**config.mk**
```make
export PLATFORM = sky130hd
export DESIGN_NAME = man_dist_result_tx
export DESIGN_NICKNAME = d
export VERILOG_FILES = /design/src/rtl/man_dist_pkg.sv /design/src/rtl/rise_edge_det.sv /design/src/rtl/man_dist_result_tx.sv
export SDC_FILE = /design/constraint.sdc
export NUM_CORES = 1
export LEC_CHECK = 0
export CAP_MARGIN = 20
export CORE_UTILIZATION = 40
export DETAILED_ROUTE_END_ITERATION = 6
export DONT_BUFFER_PORTS = 1
export PLACE_DENSITY = 0.54
export SLEW_MARGIN = 20
export SYNTH_ARGS = -nofsm -noshare
export SYNTH_HDL_FRONTEND = slang
export SYNTH_SLANG_ARGS = --single-unit
```
**constraint.sdc**
```tcl
create_clock -name clk -period 5.6 [get_ports clk]
set_clock_uncertainty 0.2 [all_clocks]
set_input_delay 0.84 -clock clk [delete_from_list [all_inputs] [get_ports clk]]
set_output_delay 0.84 -clock clk [all_outputs]
set_load 0.05 [all_outputs]
```
**src/rtl/man_dist_pkg.sv**
```systemverilog
// Shared types and constants for the Manhattan-distance coprocessor blocks.
package man_dist_pkg;

   typedef enum logic [1:0] {
      IDLE = 2'd0,
      SEND = 2'd1,
      CSUM = 2'd2,
      DONE = 2'd3
   } tx_state_t;

   localparam int BYTES_RESULT = 3;

   typedef logic [7:0] byte_t;

   localparam byte_t MAN_DIST_OP = 8'd103;

endpackage

```
**src/rtl/rise_edge_det.sv**
```systemverilog
// Registered rising-edge detector: pulse is high while d is high and was low last cycle.
module rise_edge_det (
   input  logic clk,
   input  logic reset,
   input  logic d,
   output logic pulse
);

   logic r_d_q;

   // NOTE: sequential state uses non-blocking assignments so every flop samples pre-edge values.
   always_ff @(posedge clk or posedge reset) begin
      if (reset) r_d_q <= 1'b0;
      else       r_d_q <= d;
   end

   assign pulse = d & ~r_d_q;

endmodule

```
**src/rtl/man_dist_result_tx.sv**
```systemverilog
// Streams the captured distance result, LSB byte first, into the UART TX byte handshake.
// Optional feature: define MAN_DIST_TX_CHECKSUM_EN to append an XOR checksum byte.
module man_dist_result_tx
   import man_dist_pkg::*;
#(
   parameter int BYTES_RESULT = man_dist_pkg::BYTES_RESULT,
   parameter int DATA_W       = 8
) (
   input  logic                                 clk,
   input  logic                                 reset,
   input  logic                                 calc_ready,
   input  logic [BYTES_RESULT-1:0][DATA_W-1:0]  aux_result,
   input  logic                                 tx_ready,
   output logic [DATA_W-1:0]                    tx_data,
   output logic                                 tx_valid,
   output logic                                 busy,
   output logic                                 done,
   output logic                                 overrun
);

   localparam int                IDX_W    = $clog2(BYTES_RESULT + 1);
   localparam logic [IDX_W-1:0]  LAST_IDX = IDX_W'(BYTES_RESULT - 1);

   tx_state_t                              r_state, w_state_nxt;
   logic [BYTES_RESULT-1:0][DATA_W-1:0]    r_shadow, w_shadow_nxt;
   logic [IDX_W-1:0]                       r_idx, w_idx_nxt, w_idx_inc;
   logic [DATA_W-1:0]                      r_tx_data, w_tx_data_nxt;
   logic                                   r_tx_valid, w_tx_valid_nxt;
   logic                                   r_busy, r_done, w_done_nxt;
   logic                                   r_overrun, w_overrun_nxt;
   logic                                   w_trigger, w_hs;

   rise_edge_det u_rise_edge_det (
      .clk   (clk),
      .reset (reset),
      .d     (calc_ready),
      .pulse (w_trigger)
   );

`ifdef MAN_DIST_TX_CHECKSUM_EN
   logic [DATA_W-1:0] w_csum;

   always_comb begin
      w_csum = '0;
      for (int i = 0; i < BYTES_RESULT; i++) w_csum = w_csum ^ r_shadow[i];
   end
`endif

   assign w_hs      = r_tx_valid & tx_ready;
   assign w_idx_inc = r_idx + 1'b1;

   // NOTE: every variable gets a hold/default value first, so no path can infer a latch.
   always_comb begin
      w_state_nxt    = r_state;
      w_shadow_nxt   = r_shadow;
      w_idx_nxt      = r_idx;
      w_tx_data_nxt  = r_tx_data;
      w_tx_valid_nxt = r_tx_valid;
      w_done_nxt     = 1'b0;
      w_overrun_nxt  = r_overrun;

      // A trigger in any state but IDLE (DONE included) is dropped and flagged.
      if (w_trigger && r_state != IDLE) w_overrun_nxt = 1'b1;

      case (r_state)
         IDLE: begin
            if (w_trigger) begin
               w_shadow_nxt   = aux_result;
               w_idx_nxt      = '0;
               w_tx_data_nxt  = aux_result[0];
               w_tx_valid_nxt = 1'b1;
               w_overrun_nxt  = 1'b0;
               w_state_nxt    = SEND;
            end
         end
         SEND: begin
            if (w_hs) begin
               if (r_idx == LAST_IDX) begin
`ifdef MAN_DIST_TX_CHECKSUM_EN
                  w_tx_data_nxt  = w_csum;
                  w_state_nxt    = CSUM;
`else
                  w_tx_valid_nxt = 1'b0;
                  w_done_nxt     = 1'b1;
                  w_state_nxt    = DONE;
`endif
               end else begin
                  w_idx_nxt     = w_idx_inc;
                  w_tx_data_nxt = r_shadow[w_idx_inc];
               end
            end
         end
         CSUM: begin
            if (w_hs) begin
               w_tx_valid_nxt = 1'b0;
               w_done_nxt     = 1'b1;
               w_state_nxt    = DONE;
            end
         end
         DONE: begin
            w_state_nxt = IDLE;
         end
         default: begin
            w_tx_valid_nxt = 1'b0;
            w_state_nxt    = IDLE;
         end
      endcase
   end

   always_ff @(posedge clk or posedge reset) begin
      if (reset) begin
         r_state    <= IDLE;
         r_shadow   <= '0;
         r_idx      <= '0;
         r_tx_data  <= '0;
         r_tx_valid <= 1'b0;
         r_busy     <= 1'b0;
         r_done     <= 1'b0;
         r_overrun  <= 1'b0;
      end else begin
         r_state    <= w_state_nxt;
         r_shadow   <= w_shadow_nxt;
         r_idx      <= w_idx_nxt;
         r_tx_data  <= w_tx_data_nxt;
         r_tx_valid <= w_tx_valid_nxt;
         r_busy     <= (w_state_nxt != IDLE);
         r_done     <= w_done_nxt;
         r_overrun  <= w_overrun_nxt;
      end
   end

   assign tx_data  = r_tx_data;
   assign tx_valid = r_tx_valid;
   assign busy     = r_busy;
   assign done     = r_done;
   assign overrun  = r_overrun;

endmodule

```
Yosys cells after proc, flatten, opt, wreduce, memory -nomap -nowiden
Cells that the tools add are included.
{"block": "totals", "register_bits": 41, "output_inout_bits": 12, "wordCells": 61}
{"block": "op_classes", "addsub": 1, "magnitude_cmp": 1, "eq_ne": 9, "n_mux": 27, "n_bitwise": 3, "n_reduce_logical": 9}
{"operator": "2-to-1 mux 8 bit", "count": 4}
{"operator": "binary-select mux 8 bit (select 2 bit)", "count": 1}
{"operator": "case mux 8 bit (2 select lines)", "count": 1}
{"operator": "2-to-1 mux 2 bit", "count": 7}
{"operator": "2-to-1 mux 1 bit", "count": 10}
{"operator": "!= test 2 bit (second input constant)", "count": 5}
{"operator": "case mux 2 bit (4 select lines)", "count": 1}
{"operator": "equality test 2 bit (second input constant)", "count": 3}
{"operator": "nonzero test 2 bit", "count": 3}
{"operator": "AND reduction 5 bit", "count": 1}
{"operator": "case mux 2 bit (2 select lines)", "count": 1}
{"operator": "AND reduction 4 bit", "count": 1}
{"operator": "less-than comparator 2 x 3 -> 1 bit (second input constant)", "count": 1}
{"operator": "case mux 1 bit (3 select lines)", "count": 1}
{"operator": "nonzero test 3 bit", "count": 1}
{"operator": "adder 2 x 1 -> 2 bit (second input constant)", "count": 1}
{"operator": "bitwise AND 1 bit", "count": 2}
{"operator": "equality test 2 x 1 -> 1 bit (second input constant)", "count": 1}
{"operator": "zero test 2 bit", "count": 1}
{"operator": "case mux 1 bit (2 select lines)", "count": 1}
{"operator": "AND reduction 2 bit", "count": 1}
{"operator": "logical AND 1 bit", "count": 1}
{"operator": "inverter 1 bit", "count": 1}

Depth between registers and ports, before layout
{"block": "logic_depth", "ltp_word": 6, "ltp_mapped": 7}

Cells and area by module
Synthesis repeated with hierarchy kept, for this count alone.
{"block": "hier_totals", "hier_cells": 152, "hier_area_um2": 1999.4}
{"mod": "man_dist_result_tx", "n_inst": 1, "cells_each": 149, "area_each_um2": 1956.9}
{"mod": "rise_edge_det", "n_inst": 1, "cells_each": 3, "area_each_um2": 42.5}

Least setup slack after synthesis
OpenSTA, ideal clock, no wires.
{"block": "synth_path", "kind": "in2reg", "from": "input tx_ready", "to": "register r_idx[1]", "setup_ps": 125, "arrival_ps": 1669, "required_ps": 5275, "path_slack_ps": 3606, "path_stages": 3, "path_buffers": 0, "path_cell_list": "nand3b_1 a22oi_4 mux2_2"}
{"block": "synth_between", "elab_chain_len": 3}
{"item": "from (decl)", "line_no": "man_dist_result_tx.sv:13", "rtl": "input logic tx_ready,"}
{"item": "bitwise AND 1 bit", "line_no": "man_dist_result_tx.sv:49", "rtl": "assign w_hs = r_tx_valid & tx_ready;"}
{"item": "!= test 2 bit (no source line)"}
{"item": "AND reduction 4 bit (no source line)"}
{"item": "to (signal assigned)", "line_no": "man_dist_result_tx.sv:123", "rtl": "r_idx <= w_idx_nxt;"}
{"item": "to (decl)", "line_no": "man_dist_result_tx.sv:26", "rtl": "logic [IDX_W-1:0] r_idx, w_idx_nxt, w_idx_inc;"}
Every way passes these cells.
A chain may end at the register's enable or synchronous reset.

Final worst setup path
{"block": "layout_path", "from": "register r_state[1]", "to": "register r_tx_data[1], in the netlist tx_data[1]"}
{"block": "layout_between", "elab_chain_len": 3}
{"item": "from (decl)", "line_no": "man_dist_result_tx.sv:24", "rtl": "tx_state_t r_state, w_state_nxt;"}
{"item": "from (signal assigned)", "line_no": "man_dist_result_tx.sv:121", "rtl": "r_state <= w_state_nxt;"}
{"item": "equality test 2 x 1 -> 1 bit / zero test 2 bit (equally long branches)", "line_no": "man_dist_result_tx.sv:65", "rtl": "case (r_state)"}
{"item": "!= test 2 bit (no source line) / nonzero test 2 bit (equally long branches)"}
{"item": "AND reduction 4 bit (no source line)"}
{"item": "to (signal assigned)", "line_no": "man_dist_result_tx.sv:124", "rtl": "r_tx_data <= w_tx_data_nxt;"}
{"item": "to (decl)", "line_no": "man_dist_result_tx.sv:27", "rtl": "logic [DATA_W-1:0] r_tx_data, w_tx_data_nxt;"}
Parallel ways exist; a longest one is shown, timed or not.

==> metrics <==
status finished, final reports clean; number of setup violations in the final report 0; Post-DRT Antenna Nets 0; cts-stage hold buffer count 0; number of I/O port buffers 0; critical-path maximum fanout 28; number of sinks driven by the clock tree 41; Via Count 1181; proportion of register bits with asynchronous set or reset after synthesis 100%; share of synthesized cell area in full adder, half adder and majority cells 3.80%; Mapped Area 1970 um^2; clock latency at the later pin of the worst-skew pair 0.29 ns; Data required, critical path 5.58 ns; Inserted Diodes 0; floorplan die area 5220 um^2; Period minus WS final 2.61 ns; number of warnings reported in the yosys synthesis log 0; clock-pin slew reported for the worst setup and hold paths after clock tree synthesis 0.08 ns; area fraction in compound gates after synthesis 9.00%; post-route fraction of the period consumed by the critical path 46.5%; die span in x 72.2 um; Hold Violations, Final 0; WP data arrival 2.59 ns; DIE HEIGHT 72.2 um; cell type with the highest aggregate area in the netlist sky130_fd_sc_hd__dfrtp_1; critical path endpoint category register; post-layout instance area 2120 um^2; Placeable Area 4720 um^2; effective utilization at floorplan 41.8%; worst slew pin tran 0.935 ns; cells along the critical path inv_1 -> ha_1 -> nand2b_1 -> a22oi_4 -> mux2_2; RSZ-0062 raised after global routing false; Final Routed Wirelength 3670 um; combined global-route utilization of all metal layers 15.6%; pin count of the biggest net entering global routing 42; half-perimeter wire length after placement 2540 um; ratio of cells with drive above 1 in the final layout 27.6%; number of flip-flops and latches in the synthesized netlist 41; number of CTS-inserted buffers 5; standby leakage power 0.000945 uW; CTS-repair resized insts 0; antenna violations before repair 0; Post-synth EDFFs 0; main combinational cell family by area after synthesis multiplexers; initial DRC count 56; number of max-cap violations 0; number of design rule violations left after detail routing 0; worst vdd rail ir drop 0.254 mV; Syn Nets 187; sequential share of the synthesized area 52.0%; Area Overhead vs Synth 7.29%; worst rel slew slack 37.7%; number of iterations in the first detailed-routing pass 2; number of filler cells placed in the layout 444; most frequent cells after synthesis sky130_fd_sc_hd__dfrtp_1 (41), sky130_fd_sc_hd__mux2_2 (33), sky130_fd_sc_hd__nand2b_1 (11); fraction of synthesized area in multiplexers 23.4%; net count reported at finish 189; global-route wire length before repair 6050 um; post-layout total power 1390 uW; top flip-flop cell by instance count after synthesis sky130_fd_sc_hd__dfrtp_1; post-synthesis cell type count 29; number of instances in the synthesized netlist 153; top cell type's share of synthesized area 52.0%; average footprint of a synthesized cell 12.9 um^2; average routed wire per standard cell 16.4 um; sequential cell area 1030 um^2; type of the worst min-delay path reg2reg; Synth Area in XOR/XNOR 0%; Power per Cell Area 658 nW/um^2; delay of the slowest critical-path stage 0.79 ns; startpoint class of the critical path register; maximum clock insertion buffer count 2; row cnt 25; cell with the most instances after synthesis sky130_fd_sc_hd__dfrtp_1; via-per-instance ratio 5.30; number of levels the H-tree was split into 2; highest-delay cell along the critical path sky130_fd_sc_hd__ha_1; RePlAce Congestion 0.679; TritonCTS clock tree done; postcts setup bufs 0; Total Negative Setup Slacks 0 ns; peak clock frequency supported by timing 0.384 GHz; area of the multi-input gates 898 um^2; grt total ovfl 0; number of primary I/O pins 40; area of placed instances 2030 um^2; main area contributors after synthesis sky130_fd_sc_hd__dfrtp_1 (52%), sky130_fd_sc_hd__mux2_2 (19%), sky130_fd_sc_hd__mux2i_1 (4.6%); library cell used as clock root buffer sky130_fd_sc_hd__clkbuf_8; Synth Area in Simple Gates 9.32%; pins over their slew limit 0; crit path kind reg2reg; number of global-route vias before repair 1229
sequential cells by signal, summed over array words and instances, names as in the netlist, named ones only:
| name | flops |
|---|---|
| r_shadow | 24 |
| busy | 1 |
| r_idx | 2 |
| r_state | 2 |
| u_rise_edge_det.r_d_q | 1 |
| tx_valid | 1 |
| tx_data | 8 |
| done | 1 |
area by class of cell:
class / instances / area share (%)
sequential: 41 / 48.5
multi-input combinational: 101 / 42.4
tap: 67 / 3.96
clock buffer: 6 / 3.43
inverter: 5 / 0.887
clock inverter: 2 / 0.473
timing repair buffer: 1 / 0.355
power breakdown:
group,internal [uW],leakage [uW],switching [uW]
registers,435,0.000494,216
clock network,86.4,0.0000450,101
logic,290,0.000406,265
layer usage:
metal	GRT usage, %	share of wire (%)	vias to the layer above
li1	-	-	554
met1	19.4	43	591
met2	23.2	48	28
met3	5.83	7.3	8
met4	9.15	2.2	0
met5	0	0	-
stage by stage:
step | std cells | setup slack, ns | hold WS [ns] | util (%)
2_1_floorplan | 153 | 3.61 | 0.279 | -
5_1_grt | 223 | 2.77 | 0.324 | 44.8
4_1_cts | 223 | 2.98 | 0.310 | 44.8
3_3_place_gp | 215 | 3.11 | 0.288 | 43.1
3_5_place_dp | 215 | 3.01 | 0.292 | 43.1
6_report | 223 | 2.99 | 0.309 | 44.8
cell families after synthesis:
group / after synthesis
buf+inv: 11
flops: 41
simple gates: 32
compound gates: 21
mux: 42
fa+ha+maj: 6
critical path: cells and delay by family (launching register included):
kind | cells | cell delay, ns
buf+inv | 1 | 0.14
simple gates | 1 | 0.20
fa+ha+maj | 1 | 0.79
compound gates | 1 | 0.36
flops | 1 | 0.41
mux | 1 | 0.38
placed cells by master, fill, tap and decap left out, drive strengths merged, types with 5 or more instances in the layout:
cell type / n
clkbuf: 6
mux2i: 9
inv: 5
o221ai: 7
ha: 6
dfrtp: 41
nand2: 10
nand2b: 11
mux2: 33
worst paths after layout:
path,from,endpoint,slack [ns],cells after the start
worst min register to register,r_shadow[20]$_DFFE_PP0P_,r_shadow[20]$_DFFE_PP0P_,0.31,1
worst max-delay path,r_state[1]$_DFF_PP0_,tx_data[1]$_DFFE_PP0P_,2.99,5
worst max register to register,r_state[1]$_DFF_PP0_,tx_data[1]$_DFFE_PP0P_,2.99,5
max in group asynchronous,reset,r_shadow[20]$_DFFE_PP0P_,4.49,2
min in group asynchronous,reset,r_shadow[22]$_DFFE_PP0P_,0.36,2
worst min-delay path,r_shadow[20]$_DFFE_PP0P_,r_shadow[20]$_DFFE_PP0P_,0.31,1
No activity file was read; power rests on OpenSTA's default activity.
